[config.mk]
export PLATFORM = sky130hd
export DESIGN_NAME = playfield_renderer
export DESIGN_NICKNAME = d
export VERILOG_FILES = /design/src/rtl/playfield_renderer.sv
export SDC_FILE = /design/constraint.sdc
export NUM_CORES = 1
export LEC_CHECK = 0
export BUFFER_PORTS_ARGS = -buffer_cell sky130_fd_sc_hd__buf_2
export CORE_MARGIN = 2
export CORE_UTILIZATION = 48
export DETAILED_ROUTE_END_ITERATION = 10
export MAX_ROUTING_LAYER = met4
export PLACE_DENSITY = 0.76
export SLEW_MARGIN = 20
export SYNTH_ARGS = -nofsm -noshare
export SYNTH_HDL_FRONTEND = slang
export SYNTH_SLANG_ARGS = --single-unit
[constraint.sdc]
create_clock -name Clk -period 2.63 [get_ports Clk]
set_clock_uncertainty 0.1 [all_clocks]
set_input_delay 0.263 -clock Clk [delete_from_list [all_inputs] [get_ports Clk]]
set_output_delay 0.263 -clock Clk [all_outputs]
set_load 0.02 [all_outputs]
[src/rtl/playfield_renderer.sv]
// Tetris playfield pixel stage: scan position -> board RAM address -> 8x8 block
// pattern -> shadow-palette colour, with a post-level-up flash overlay.
module playfield_renderer #(
  parameter int BOARD_X0     = 240,
  parameter int BOARD_Y0     = 80,
  parameter int COLS         = 10,
  parameter int ROWS         = 20,
  parameter int FLASH_FRAMES = 16
) (
  input  logic        Clk,
  input  logic        Reset,
  input  logic [9:0]  DRAW_X,
  input  logic [9:0]  DRAW_Y,
  input  logic        BLANK_N,
  input  logic        FRAME_START,
  input  logic        LEVEL_UP,
  input  logic [11:0] COLOR_0,
  input  logic [11:0] COLOR_1,
  input  logic [11:0] COLOR_2,
  input  logic [11:0] COLOR_3,
  output logic [7:0]  CELL_ADDR,
  input  logic [1:0]  CELL_DATA,
  output logic [11:0] RGB,
  output logic        BLANK_N_OUT,
  output logic        FLASHING
);

  localparam logic signed [11:0] ORG_X = 12'(BOARD_X0);
  localparam logic signed [11:0] ORG_Y = 12'(BOARD_Y0);
  localparam logic signed [11:0] PIX_W = 12'(8 * COLS);
  localparam logic signed [11:0] PIX_H = 12'(8 * ROWS);

  logic signed [11:0] dx, dy;
  logic               inb;
  logic [7:0]         col, row;

  logic               vld_p0, inb_p0;
  logic [2:0]         u_p0, v_p0;
  logic               vld_p1, inb_p1;
  logic [2:0]         u_p1, v_p1;

  logic [11:0]        shadow_0, shadow_1, shadow_2, shadow_3;
  logic [5:0]         flash_cnt, flash_cnt_nxt;
  logic               flash_on;
  logic [1:0]         idx_p2;
  logic [11:0]        rgb_p2;

  function automatic logic [7:0] cell_index(input logic [7:0] r, input logic [7:0] c);
    if (COLS == 10)
      return (r << 3) + (r << 1) + c;
    return r * 8'(COLS) + c;
  endfunction

  // Block pattern: 2 = right/bottom gap, 3 = highlight, 0/1 = body shades.
  function automatic logic [1:0] cell_idx(input logic [1:0] c, input logic [2:0] u,
                                          input logic [2:0] v);
    logic corner, ring;
    corner = (u == 3'd0) && (v == 3'd0);
    ring   = (u == 3'd0) || (u == 3'd6) || (v == 3'd0) || (v == 3'd6);
    if (u == 3'd7 || v == 3'd7) return 2'd2;
    case (c)
      2'd1:    return corner ? 2'd3 : 2'd0;
      2'd2:    return corner ? 2'd3 : 2'd1;
      2'd3:    return ring ? 2'd0 : 2'd3;
      default: return 2'd0;
    endcase
  endfunction

  // Saturating frame countdown; a level-up load takes priority over a tick.
  function automatic logic [5:0] flash_step(input logic [5:0] cnt, input logic load,
                                            input logic tick);
    if (load) return 6'(FLASH_FRAMES);
    if (tick && cnt != 6'd0) return cnt - 6'd1;
    return cnt;
  endfunction

  assign dx  = $signed({2'b00, DRAW_X}) - ORG_X;
  assign dy  = $signed({2'b00, DRAW_Y}) - ORG_Y;
  assign inb = (dx >= 12'sd0) && (dx < PIX_W) && (dy >= 12'sd0) && (dy < PIX_H);
  assign col = {3'b000, dx[7:3]};
  assign row = {2'b00, dy[8:3]};

  // Stage 0: board hit test and RAM address
  always_ff @(posedge Clk) begin
    if (Reset) begin
      CELL_ADDR <= 8'd0;
      inb_p0    <= 1'b0;
      vld_p0    <= 1'b0;
    end else begin
      CELL_ADDR <= inb ? cell_index(row, col) : 8'd0;
      inb_p0    <= inb;
      vld_p0    <= BLANK_N;
    end
  end

  always_ff @(posedge Clk) begin
    u_p0 <= dx[2:0];
    v_p0 <= dy[2:0];
  end

  // Stage 1: wait for the registered RAM read
  always_ff @(posedge Clk) begin
    if (Reset) begin
      inb_p1 <= 1'b0;
      vld_p1 <= 1'b0;
    end else begin
      inb_p1 <= inb_p0;
      vld_p1 <= vld_p0;
    end
  end

  always_ff @(posedge Clk) begin
    u_p1 <= u_p0;
    v_p1 <= v_p0;
  end

  // Stage 2: pattern expansion and colour resolve
  assign flash_on = (flash_cnt != 6'd0) && flash_cnt[0];
  assign idx_p2   = cell_idx(CELL_DATA, u_p1, v_p1);

  always_comb begin
    rgb_p2 = 12'h000;
    if (vld_p1 && inb_p1 && CELL_DATA != 2'd0) begin
      if (flash_on) rgb_p2 = shadow_3;
      else begin
        case (idx_p2)
          2'd0:    rgb_p2 = shadow_0;
          2'd1:    rgb_p2 = shadow_1;
          2'd2:    rgb_p2 = shadow_2;
          default: rgb_p2 = shadow_3;
        endcase
      end
    end
  end

  always_ff @(posedge Clk) begin
    if (Reset) begin
      RGB         <= 12'h000;
      BLANK_N_OUT <= 1'b0;
    end else begin
      RGB         <= rgb_p2;
      BLANK_N_OUT <= vld_p1;
    end
  end

  // Frame-rate state: shadow palette and flash countdown
  assign flash_cnt_nxt = flash_step(flash_cnt, LEVEL_UP, FRAME_START);

  always_ff @(posedge Clk) begin
    if (Reset) begin
      flash_cnt <= 6'd0;
      FLASHING  <= 1'b0;
    end else begin
      flash_cnt <= flash_cnt_nxt;
      FLASHING  <= (flash_cnt_nxt != 6'd0);
    end
  end

  always_ff @(posedge Clk) begin
    if (Reset) begin
      shadow_0 <= 12'h000;
      shadow_1 <= 12'h000;
      shadow_2 <= 12'h000;
      shadow_3 <= 12'h000;
    end else if (FRAME_START) begin
      shadow_0 <= COLOR_0;
      shadow_1 <= COLOR_1;
      shadow_2 <= COLOR_2;
      shadow_3 <= COLOR_3;
    end
  end

endmodule

==> run summary <==
The run finished with clean final reports. The clock sink total came out at 92. The startpoint identified for the worst hold timing path is Reset.

Yosys mapped a number of flops with a built-in enable equal to 0. Detailed placement ended at an HPWL of 6.50 mm. The count of nets left with antenna violations once routing finished came out at 0. The area added between synthesis and finish was 22.6%; the area share of the leading cell type in the synthesized netlist was 46.2%. For the leakage power figure, the log shows 2.36 nW. The worst hold path passes through 2 cells.

Max-cap violations in this run came to 0. The number of antenna diodes in the final layout is 0. Setup repair after global routing left no endpoint under its margin. After synthesis, the share of cell area in mux cells is 12.3%.

The logs give 410 for the number of standard cells after synthesis and 611 for the layout net count. After Yosys synthesis, XOR and XNOR cells account for 3.29% of the synthesized area. By count the netlist is led by dfxtp_1, nor2_1, mux2i_1. 97 I/O pins were placed. The worst register-to-register path has a setup slack of 0.30 ns. The number of distinct library cell variants in the gate-level netlist after synthesis is 48.

The largest single stage delay on the critical path is 0.47 ns. The worst hold path terminates at BLANK_N_OUT. The logs give 0.828 for the placer congestion estimate and 56 for the pin count of the biggest net entering global routing. Ranked by total cell area, the synthesized netlist is headed by dfxtp_1, mux2i_1, nor2_1, ha_1, o2111a_1. CTS built an H-tree with a depth of 3. The logs give 2.49 ns for the arrival time of data at the critical path endpoint and 0 for the post-route DRC violation count. The power density of the placed cells is 600 mW/mm2. The final standard cell area without fillers came out at 0.00489 mm2. The number of setup buffers added after CTS is 0, and the transition time at the pin with the least slew margin is 0.814 ns. After synthesis, flip-flops and latches occupy 46.2% of the total area.

The first global-routing pass estimated 14.8 mm of wire. After Yosys synthesis, and, or, nand and nor cells account for 16.9% of the synthesized area. The adder-cell area share of the yosys netlist was 5.90%.

The initial standard-cell utilization of the core is 49.0%. The total wire length after detailed routing came out at 9.08 mm. TritonCTS built the clock tree. The instance area at placement was 0.00463 mm2. Post-synthesis compound-gate area fraction: 11.4%. After synthesis, the share of flip-flops with an asynchronous set or reset is 0%.

The worst pin sits at a relative slew slack of 45.8%. Startpoint type of the worst setup path: a flop. The longest clock path from root to sink contains 2 buffers. The number of endpoints with negative hold slack in the final report came out at 0. For the post-route total power, the log shows 2.93 mW. The endpoint identified for the worst register-to-register timing path is RGB[0].

The clock transition at the registers of the reported paths was 0.09 ns. STA classifies the critical path endpoint as a flop. Setup violations remaining at the end of the flow were counted as 0. The slowest stage of the critical path belongs to the cell or3b_2. For the die area, the log shows 0.00906 mm2.

After detailed routing, the average wire length per cell comes to 14.4 um. The count of buffers added on input and output ports is 96. Of the cells placed in the final design, the portion with a size suffix greater than 1 is 26.0%. The run gives 4 as the number of search-and-repair iterations in the first detailed-routing pass. The master cell of the clock root buffer is clkbuf_8. The worst register-to-register path begins at flash_cnt[2].

The detailed router finished its first iteration with 160 violations. The average instance in the mapped netlist occupies 9.73 um2. The detail-routed via count per cell was 5.23. The max-slew violation total from the final report was 0. Yosys printed 0 warnings. In this run the worst path has a maximum fanout of 12. For the number of cell rows, the log shows 33. The buffering stage count on the worst path with inverters included is 0, and the achievable frequency is 429 MHz.

The final critical path takes up 88.6% of the cycle. The most frequently used cell type in the post-synthesis netlist was dfxtp_1. The dominant combinational cell family by area after synthesis is simple AND/OR/NAND/NOR gates. Grouping stages by cell kind, the critical path spends the most delay in simple AND/OR/NAND/NOR gates.

The worst path needs 2.33 ns of the cycle, external delays included. Cells fill 60.1% of the core in the end. In this run, synthesis produced a sequential element count of 92.

The most used flip-flop cell after synthesis was dfxtp_1. The clock reaches the later pin of the worst-skew pair after 0.36 ns. The required time of the critical path was 2.79 ns. The total overflow reported by the global router is 0, and the number of global-route vias before repair is 3260. The critical path is of the reg2reg type. Traced cell by cell, the critical path runs through or3_4 -> nor3b_4 -> nor2_2 -> a21oi_1 -> or3b_2 -> o2111a_1. The mapped netlist covers 0.00399 mm2. Standard cell core area: 0.00813 mm2.

Across all layers, the routed design uses 3291 vias. Height of the chip: 95.2 um. The number of buffers created by CTS was 9. For the worst flop-to-flop path, the logic depth is 6. From left edge to right edge, the die measures 95.2 um.

Dominant cell type by area after synthesis: dfxtp_1. The tightest min-delay check is of the in2reg type. The number of antenna violations at the first check in global routing was 0. Across the VDD grid, the largest voltage drop is 364 uV. When the netlist entered floorplanning its net count stood at 502. For this run, the total global-route usage over all layers was measured as 21.6%.
[routing by layer]
metal / wire length, um / track usage (%)
met5: 0 / -
met1: 3950 / 25.6
met2: 4520 / 36.1
met3: 492 / 4.19
met4: 118 / 8.33
[layout make-up]
cell class	instances	area [um2]
clock buffers	9	124
well taps	105	131
repair buffers	119	671
inverters	18	67.6
fillers	684	3240
flip-flops and latches	92	1840
clock inverters	7	60.1
multi-input cells	279	2000
[worst register-to-register path, stage by stage, from the launching register on]
cell,delay (ns)
dfxtp_1,0.38
or3_4,0.44
nor3b_4,0.32
nor2_2,0.20
a21oi_1,0.20
or3b_2,0.47
o2111a_1,0.13
[per-stage QoR]
step / TNS [ns] / setup slack (ns) / hold slack [ns] / std cells
after global routing: 0 / 0.144 / 0.0220 / 629
after global placement: 0 / 0.0121 / 0.211 / 606
after detailed placement: -0.111 / -0.0610 / 0.212 / 606
final: 0 / 0.300 / 0.0148 / 629
after floorplan: 0 / 0.113 / 0.191 / 410
after CTS: 0 / 0.202 / 0.0128 / 629
[cell families (layout without fill, tap and decap cells)]
group	count (synthesis)	after routing
AO/OA/AOI/OAI	67	67
XOR/XNOR	15	15
flip-flops	92	92
AND/OR/NAND/NOR	131	131
multiplexers	49	49
adder cells (fa/ha/maj)	17	17
buffers and inverters	39	153
[report_power, final]
group	leakage, nW	switching [mW]	total, mW	internal, mW
registers	0.757	0.0360	1.49	1.46
logic	1.51	0.280	0.545	0.265
clock network	0.0897	0.534	0.894	0.360
[worst max-delay path by stage]
stage / depth (start not counted) / to / slack (ns) / from
3_5_place_dp: 12 / CELL_ADDR[6] / -0.06 / DRAW_X[4]
6_report: 6 / RGB[0] / 0.30 / flash_cnt[2]
5_1_grt: 6 / RGB[11] / 0.14 / u_p1[0]
4_1_cts: 5 / RGB[0] / 0.20 / u_p1[0]
3_3_place_gp: 12 / CELL_ADDR[7] / 0.01 / DRAW_X[4]
2_1_floorplan: 11 / CELL_ADDR[7] / 0.11 / DRAW_X[4]
[sequential cells by signal, indices dropped and copies added, names as in the netlist, 3 cells and up]
| register | cells |
|---|---|
| v_p0 | 3 |
| v_p1 | 3 |
| shadow_3 | 12 |
| shadow_2 | 12 |
| flash_cnt | 6 |
| RGB | 12 |
| CELL_ADDR | 8 |
| u_p1 | 3 |
| u_p0 | 3 |
| shadow_1 | 12 |
| shadow_0 | 12 |
[cells in the final DEF, fill, tap and decap left out, drive strengths merged, types with 3 or more instances in the layout]
| master | count |
|---|---|
| nand3 | 6 |
| dlygate4sd3 | 7 |
| a31oi | 4 |
| nor4 | 3 |
| clkbuf | 9 |
| o2111a | 11 |
| nor2 | 73 |
| xnor2 | 7 |
| buf | 112 |
| nor3 | 4 |
| nand2 | 8 |
| o21ai | 14 |
| dfxtp | 92 |
| fa | 3 |
| a211oi | 3 |
| ha | 14 |
| or3b | 11 |
| nor3b | 3 |
| nor2b | 4 |
| o22ai | 3 |
| and2 | 8 |
| xor2 | 8 |
| inv | 21 |
| mux2i | 48 |
| a21oi | 21 |
[timing repair]
item	CTS	global route
endpoints found under the hold margin	7	0
hold buffers	7	0
gates resized for setup	0	0
setup endpoints to repair	0	0
Power figures use the tool's default switching activity.
